File: config.mk
export PLATFORM = sky130hd
export DESIGN_NAME = mem_port_arbiter
export DESIGN_NICKNAME = d
export VERILOG_FILES = /design/src/rtl/mem_arb_pkg.sv /design/src/rtl/mem_port_arbiter_rr_arb2.sv /design/src/rtl/mem_port_arbiter.sv
export SDC_FILE = /design/constraint.sdc
export NUM_CORES = 1
export LEC_CHECK = 0
export ABC_AREA = 1
export CELL_PAD_IN_SITES_DETAIL_PLACEMENT = 1
export CELL_PAD_IN_SITES_GLOBAL_PLACEMENT = 1
export CORE_UTILIZATION = 11
export DETAILED_ROUTE_END_ITERATION = 12
export GPL_TIMING_DRIVEN = 0
export MAX_ROUTING_LAYER = met4
export PLACE_DENSITY_LB_ADDON = 0.1
export SYNTH_ARGS = -nofsm -noshare
export SYNTH_HDL_FRONTEND = slang
export SYNTH_SLANG_ARGS = --single-unit
File: constraint.sdc
create_clock -name clk_i -period 3.6 [get_ports clk_i]
set_input_delay 0.72 -clock clk_i [delete_from_list [all_inputs] [get_ports clk_i]]
set_output_delay 0.72 -clock clk_i [all_outputs]
set_load 0.01 [all_outputs]
File: src/rtl/mem_arb_pkg.sv
// Shared types for the unified memory port arbiter.
package mem_arb_pkg;

  typedef enum logic {ARB_IDLE, ARB_BUSY} arb_state_t;
  typedef enum logic {OWN_IF, OWN_LSU} arb_owner_t;

  // The requester that did not own the port last time wins a tie.
  function automatic arb_owner_t other_owner(input arb_owner_t o);
    return (o == OWN_IF) ? OWN_LSU : OWN_IF;
  endfunction

endpackage

File: src/rtl/mem_port_arbiter_rr_arb2.sv
// Combinational two-way round-robin pick between IF (bit 0) and LSU (bit 1).
module rr_arb2
  import mem_arb_pkg::*;
(
  input  logic [1:0] req_i,
  input  arb_owner_t last_owner_i,
  output logic [1:0] gnt_o,
  output arb_owner_t winner_o
);

  logic any_req_c;

  assign any_req_c = |req_i;

  always_comb begin
    winner_o = OWN_IF;
    case (req_i)
      2'b01:   winner_o = OWN_IF;
      2'b10:   winner_o = OWN_LSU;
      2'b11:   winner_o = other_owner(last_owner_i);
      default: winner_o = OWN_IF;
    endcase
  end

  assign gnt_o = {any_req_c && (winner_o == OWN_LSU),
                  any_req_c && (winner_o == OWN_IF)};

endmodule

File: src/rtl/mem_port_arbiter.sv
// Shares one fixed-latency memory port between instruction fetch and load/store,
// tracking the single outstanding access and steering its completion back.
module mem_port_arbiter
  import mem_arb_pkg::*;
#(
  parameter int unsigned ADDRESS_WIDTH = 32,
  parameter int unsigned DATA_WIDTH    = 32,
  parameter int unsigned MEM_LATENCY   = 2
) (
  input  logic                      clk_i,
  input  logic                      rst_i,
  input  logic                      if_req_i,
  input  logic [ADDRESS_WIDTH-1:0]  if_addr_i,
  output logic                      if_gnt_o,
  output logic                      if_rvalid_o,
  output logic [DATA_WIDTH-1:0]     if_rdata_o,
  input  logic                      lsu_req_i,
  input  logic                      lsu_we_i,
  input  logic [DATA_WIDTH/8-1:0]   lsu_be_i,
  input  logic [ADDRESS_WIDTH-1:0]  lsu_addr_i,
  input  logic [DATA_WIDTH-1:0]     lsu_wdata_i,
  output logic                      lsu_gnt_o,
  output logic                      lsu_rvalid_o,
  output logic [DATA_WIDTH-1:0]     lsu_rdata_o,
  output logic                      mem_req_o,
  output logic                      mem_we_o,
  output logic [DATA_WIDTH/8-1:0]   mem_be_o,
  output logic [ADDRESS_WIDTH-1:0]  mem_addr_o,
  output logic [DATA_WIDTH-1:0]     mem_wdata_o,
  input  logic [DATA_WIDTH-1:0]     mem_rdata_i
);

  localparam int unsigned CNT_W = $clog2(MEM_LATENCY + 1);

  arb_state_t       state_q, state_d;
  arb_owner_t       owner_q, owner_d;
  arb_owner_t       last_owner_q, last_owner_d;
  arb_owner_t       winner;
  logic [CNT_W-1:0] lat_cnt_q, lat_cnt_d;
  logic [1:0]       req_vec;
  logic [1:0]       gnt_vec;
  logic             done_c;
  logic             arb_en_c;
  logic             grant_c;

  // Arbitration window: idle, or the completion cycle of the current access.
  assign done_c   = (state_q == ARB_BUSY) && (lat_cnt_q == CNT_W'(1));
  assign arb_en_c = !rst_i && ((state_q == ARB_IDLE) || done_c);
  assign req_vec  = arb_en_c ? {lsu_req_i, if_req_i} : 2'b00;

  rr_arb2 u_rr_arb2 (
    .req_i        (req_vec),
    .last_owner_i (last_owner_q),
    .gnt_o        (gnt_vec),
    .winner_o     (winner)
  );

  assign grant_c = |gnt_vec;

  always_comb begin
    state_d      = state_q;
    owner_d      = owner_q;
    last_owner_d = last_owner_q;
    lat_cnt_d    = lat_cnt_q;
    if (state_q == ARB_BUSY) begin
      lat_cnt_d = lat_cnt_q - CNT_W'(1);
      if (done_c) begin
        state_d = ARB_IDLE;
      end
    end
    // A grant in the completion cycle overrides the return to idle.
    if (grant_c) begin
      state_d      = ARB_BUSY;
      owner_d      = winner;
      last_owner_d = winner;
      lat_cnt_d    = CNT_W'(MEM_LATENCY);
    end
  end

  always_ff @(posedge clk_i or posedge rst_i) begin
    if (rst_i) begin
      state_q      <= ARB_IDLE;
      owner_q      <= OWN_IF;
      last_owner_q <= OWN_IF;
      lat_cnt_q    <= '0;
    end else begin
      state_q      <= state_d;
      owner_q      <= owner_d;
      last_owner_q <= last_owner_d;
      lat_cnt_q    <= lat_cnt_d;
    end
  end

  // Request side: memory fields follow the winner and are zero when idle.
  always_comb begin
    if_gnt_o    = gnt_vec[0];
    lsu_gnt_o   = gnt_vec[1];
    mem_req_o   = grant_c;
    mem_we_o    = 1'b0;
    mem_be_o    = '0;
    mem_addr_o  = '0;
    mem_wdata_o = '0;
    if (grant_c) begin
      if (winner == OWN_LSU) begin
        mem_we_o    = lsu_we_i;
        mem_be_o    = lsu_be_i;
        mem_addr_o  = lsu_addr_i;
        mem_wdata_o = lsu_wdata_i;
      end else begin
        mem_be_o    = '1;
        mem_addr_o  = if_addr_i;
      end
    end
  end

  // Completion side: only the owner sees rvalid and the returned word.
  always_comb begin
    if_rvalid_o  = 1'b0;
    if_rdata_o   = '0;
    lsu_rvalid_o = 1'b0;
    lsu_rdata_o  = '0;
    if (done_c) begin
      if (owner_q == OWN_IF) begin
        if_rvalid_o = 1'b1;
        if_rdata_o  = mem_rdata_i;
      end else begin
        lsu_rvalid_o = 1'b1;
        lsu_rdata_o  = mem_rdata_i;
      end
    end
  end

endmodule
== Word level (Yosys, flattened, before mapping) ==
Index checks and enable logic that the tools add are counted.
Operators by class
  equality and inequality tests: 3
  $add $sub $neg: 1
  reduce and logical (&&, ||, !) cells: 9
  mux-type cells: 23
  bitwise logic cells: 2
Operators by type and width (number)
  $mux 32: 8
  $mux 1: 9
  $mux 4: 2
  $mux 2: 3
  $eq 2x2->1 const B: 2
  $logic_and 1x1->1: 4
  $reduce_or 2->1: 2
  $eq 2x1->1 const B: 1
  $not 1->1: 2
  $pmux 1 s2: 1
  $reduce_bool 2->1: 1
  $sub 2x1->2 const B: 1
  $logic_not 1->1: 1
  $logic_or 1x1->1: 1
Storage, ports and cells
  register bits after elaboration: 4
  output and inout bits: 138
  logic and storage cells: 41
  input bits: 137

== Longest topological paths before layout ==
Gate-level depths: netlist of run 1.
  depth in word-level cells: 11
  gate-level depth with buffers: 9
  gate-level depth less buffers: 8

== Hierarchy ==
From an unflattened synthesis of run 1, not the netlist that was laid out.
Second synthesis, totals
  cells, all modules: 398
  area total of the unflattened synthesis: 1821.7 sq um
By module, submodules not included
  mem_port_arbiter: cells an instance 392, area an instance 1795.5 sq um, times used 1, seq. area each 100.1 sq um
  rr_arb2: cells an instance 6, area an instance 26.3 sq um, times used 1, seq. area each 0.0 sq um

== Worst setup path before layout of run 1 ==
OpenSTA, ideal clock, no wires.
  kind: in2out
  start point: input port rst_i
  end point: output port mem_addr_o[23]
  stages on the path: 6
  data arrival time: 1.557 ns
  buffers on the path: 1
  data required time: 2.880 ns
  slack: 1.323 ns
  path through: inv_1 nand3_1 nand2_2 buf_4 nand2_1 nor2_1
On the way
  word-level cells in the longest chain between the ends: 9
  elaborated cells between the ends (all ways): 13
  classes of those cells: eq/ne (2); mux (4); bitwise (1); reduce/logical (6)
RTL lines
  from (decl): line mem_port_arbiter.sv:11  | input logic rst_i,
  $logic_not 1->1 (no source line) *
  $logic_and 1x1->1 *: line mem_port_arbiter.sv:48  | assign arb_en_c = !rst_i && ((state_q == ARB_IDLE) || done_c);
  $mux 2 *: line mem_port_arbiter.sv:49  | assign req_vec = arb_en_c ? {lsu_req_i, if_req_i} : 2'b00;
  $eq 2x2->1: line mem_port_arbiter_rr_arb2.sv:17  | case (req_i)
  $pmux 1 s2: line mem_port_arbiter_rr_arb2.sv:17
  $not 1->1: line mem_port_arbiter_rr_arb2.sv:26  | any_req_c && (winner_o == OWN_IF)};
  $logic_and 1x1->1: line mem_port_arbiter_rr_arb2.sv:26
  $reduce_or 2->1 *: line mem_port_arbiter.sv:58  | assign grant_c = |gnt_vec;
  net mem_req_o: line mem_port_arbiter.sv:25  | output logic mem_req_o,
  $mux 32 *: line mem_port_arbiter.sv:103  | if (grant_c) begin
  to (decl): line mem_port_arbiter.sv:28  | output logic [ADDRESS_WIDTH-1:0] mem_addr_o,
Mark *: on every way through the listed nets, which the timed path passes. The rest lies on a longest branch.

== Worst setup path after layout of run 1 ==
  start point: input port rst_i
  end point: output port mem_addr_o[30]
On the way
  word-level cells in the longest chain between the ends: 9
  elaborated cells between the ends (all ways): 13
  classes of those cells: eq/ne (2); mux (4); bitwise (1); reduce/logical (6)
RTL lines (line)
  $logic_not 1->1 (no source line) *
  $logic_and 1x1->1 *: mem_port_arbiter.sv:48
  $mux 2 *: mem_port_arbiter.sv:49
  $eq 2x2->1: mem_port_arbiter_rr_arb2.sv:17
  $pmux 1 s2: mem_port_arbiter_rr_arb2.sv:17
  $not 1->1: mem_port_arbiter_rr_arb2.sv:26
  $logic_and 1x1->1: mem_port_arbiter_rr_arb2.sv:26
  $reduce_or 2->1: mem_port_arbiter.sv:58
  $mux 32 *: mem_port_arbiter.sv:103
Every way passes the cells marked *; elsewhere a longest branch is shown, timed or not.

==> results.md, run 1 <==
- Status: complete, no violations
- Setup violators final: 0
- CTS Buf Count: 3
- Place WS: 167 ps
- Hold_sp: lat_cnt_q[1]
- Fraction of layout cells with a size suffix above 1: 4.57%
- Count of different cell masters after synthesis: 17
- Max-Cap Viols: 0
- CP arrival: 2640 ps
- Placed Cells: 833
- RD Place Congestion: 0.745
- CTS tree: done
- Clk buf depth: 2
- WS Path Type: input port to output port
- CP Launch Type: input port
- Peak supply drop: 103 µV
- Clock Sinks: 4
- Hold Crit Class: flop to flop
- FF-to-FF Start: lat_cnt_q[0]
- Crit end category: output port
- Fin. Hold Viols: 0
- DR vias: 3,083
- Post-CTS sizing: 0
- Worst Hold Slack: 572 ps
- Vias in the first global route: 3,142
- Total track usage: 12.9%
- Die Ht: 123 µm
- Design Area, Final: 4660 µm²
- Post-DP HPWL: 9220 µm
- Clock latency on the worst-skew pair: 230 ps
- Tcrit/Tclk final: 93.2%
- RSZ-0062 raised after global routing: false
- Routed wire length: 10,400 µm
- Worst Setup SP: rst_i
- Post-CTS setup buffers: 0
- DP Area: 4580 µm²
- Worst path required time: 2880 ps
- Tmin final: 3360 ps
- Slew @ Worst Pin: 469 ps
- Clock skew: 2.60 ps
- Per-cell routed wire length: 12.5 µm
- Via density: 3.69
- Max_slew headroom: 68.6%
- CTS clk-pin slew, worst paths: 30 ps
- Initial antenna violation count: 0
- DRT antenna net count: 0
- Number of remaining DRC errors: 0
- ANT cells: 0
- Worst-path fanout max: 10
- Post-Layout Cell Count: 836
- # rows: 43
- Max-slew violations: 0
- PwrDens: 321 nW/µm²
- DRT iter0 DRCs: 28
- Die area: 15,200 µm²
- First-pass GRT wire length: 15,000 µm
- Sequential share of the synthesized area: 6.19%
- Fin Setup TNS: 0 ps
- Setup ws final: 243 ps
- Die Span X: 123 µm
- Num ports: 275
- CTS Hold Buffers Added: 0
- Final net count: 796
- Area Overhead vs Synth: 188%
- I/O Buffers: 274
- First-pass iteration count of the detailed router: 4
- Peak Freq: 0.298 GHz
- Initial core utilization: 11.5%
- Gate Count Post-Synth: 379
- Total core area: 14,100 µm²
- Mapped Avg Cell Area: 4.27 µm²
- Ys Warns: 0
- H-tree depth: 1
- Worst R2R Setup Slack: 2160 ps
- Post-synthesis sequential element count: 4
- Cell Area, Synth: 1620 µm²
- Largest net degree at the start of global routing: 11
- CTS root buf: clkbuf_16
- Syn_nets: 517
- Final global-route overflow total: 0
- P_leak: 2.34 nW
where the power goes:
group	switching [mW]	internal [mW]	total, mW	leakage [nW]
Clock	0.0329	0.142	0.175	0.0370
Sequential	0.0205	0.0687	0.0892	0.0472
Combinational	0.576	0.657	1.23	2.25
Total	0.630	0.867	1.50	2.34
final cells by class:
| cell class | count | area [µm²] |
|---|---|---|
| multi-input combinational | 251 | 987 |
| buffer | 20 | 139 |
| timing repair buffer | 274 | 2740 |
| inverter | 104 | 390 |
| fill | 1827 | 9440 |
| clock buffer | 3 | 75.1 |
| tap | 180 | 225 |
| sequential | 4 | 100 |
sequential cells by signal, indices dropped and copies added, names as in the netlist:
| name | flops |
|---|---|
| lat_cnt_q | 2 |
| last_owner_q | 1 |
| state_q | 1 |
stage by stage:
step | util, % | power, mW
2_1_floorplan | - | 0.622
3_3_place_gp | 32.5 | 1.33
3_5_place_dp | 32.5 | 1.35
4_1_cts | 33.1 | 1.54
5_1_grt | 33.1 | 1.63
6_report | 33.1 | 1.50
cell usage in the layout (no fill, tap or decap):
| master | instances |
|---|---|
| o211ai_1 | 2 |
| a21oi_1 | 1 |
| nor2_1 | 170 |
| clkbuf_16 | 3 |
| buf_4 | 3 |
| inv_2 | 2 |
| dfrtp_1 | 4 |
| nand3_1 | 2 |
| buf_2 | 12 |
| inv_1 | 102 |
| nand4_2 | 1 |
| buf_6 | 5 |
| nand2_2 | 2 |
| nor2_2 | 2 |
| o21ai_0 | 1 |
| xnor2_1 | 1 |
| clkdlybuf4s50_1 | 274 |
| nand2_1 | 68 |
| ha_1 | 1 |
path summary, 6_finish.rpt:
kind,endpoint,cells after the start
min,lat_cnt_q[1],2
min in group asynchronous,state_q,2
max in group asynchronous,lat_cnt_q[0],2
max reg2reg,last_owner_q,7
min reg2reg,lat_cnt_q[1],2
max,mem_addr_o[30],8
synthesized netlist by cell type (all sizes together):
cell type / count / area [µm²]
a21oi: 1 / 5.00
o211ai: 2 / 15.0
buf: 20 / 139
nand2: 70 / 268
ha: 1 / 12.5
dfrtp: 4 / 100
xnor2: 1 / 8.76
nand3: 2 / 10.0
nand4: 1 / 12.5
o21ai: 1 / 5.00
nor2: 172 / 651
inv: 104 / 390
logic make-up after synthesis:
| family | count (synthesis) | synth area share, % |
|---|---|---|
| AOI/OAI and AO/OA | 4 | 1.55 |
| DFF | 4 | 6.19 |
| and+or+nand+nor | 245 | 58.2 |
| xor gates and xnor gates | 1 | 0.542 |
| buffers and inverters | 124 | 32.7 |
| adders and majority gates | 1 | 0.774 |
routing by layer:
metal	part of all wire (%)	track usage, %	vias to the layer above
met2	53	25.4	154
met1	35	12.5	1344
met5	0	-	-
li1	-	-	1578
met4	0.88	2.26	0
met3	11	3.64	7
critical path, cell delays in order:
cell and delay [ps]:
clkdlybuf4s50_1 390, inv_1 230, nand3_1 160, nand2_2 180
buf_4 210, nand2_1 70, nor2_1 80, clkdlybuf4s50_1 570
No activity file was read; power rests on OpenSTA's default activity.
==> run 2, diff against run 1 <==
- SKIP_LAST_GASP: unset -> 1
==> results of run 2 <==
No change in the layout: final DEF, timing and power equal those of run 1.
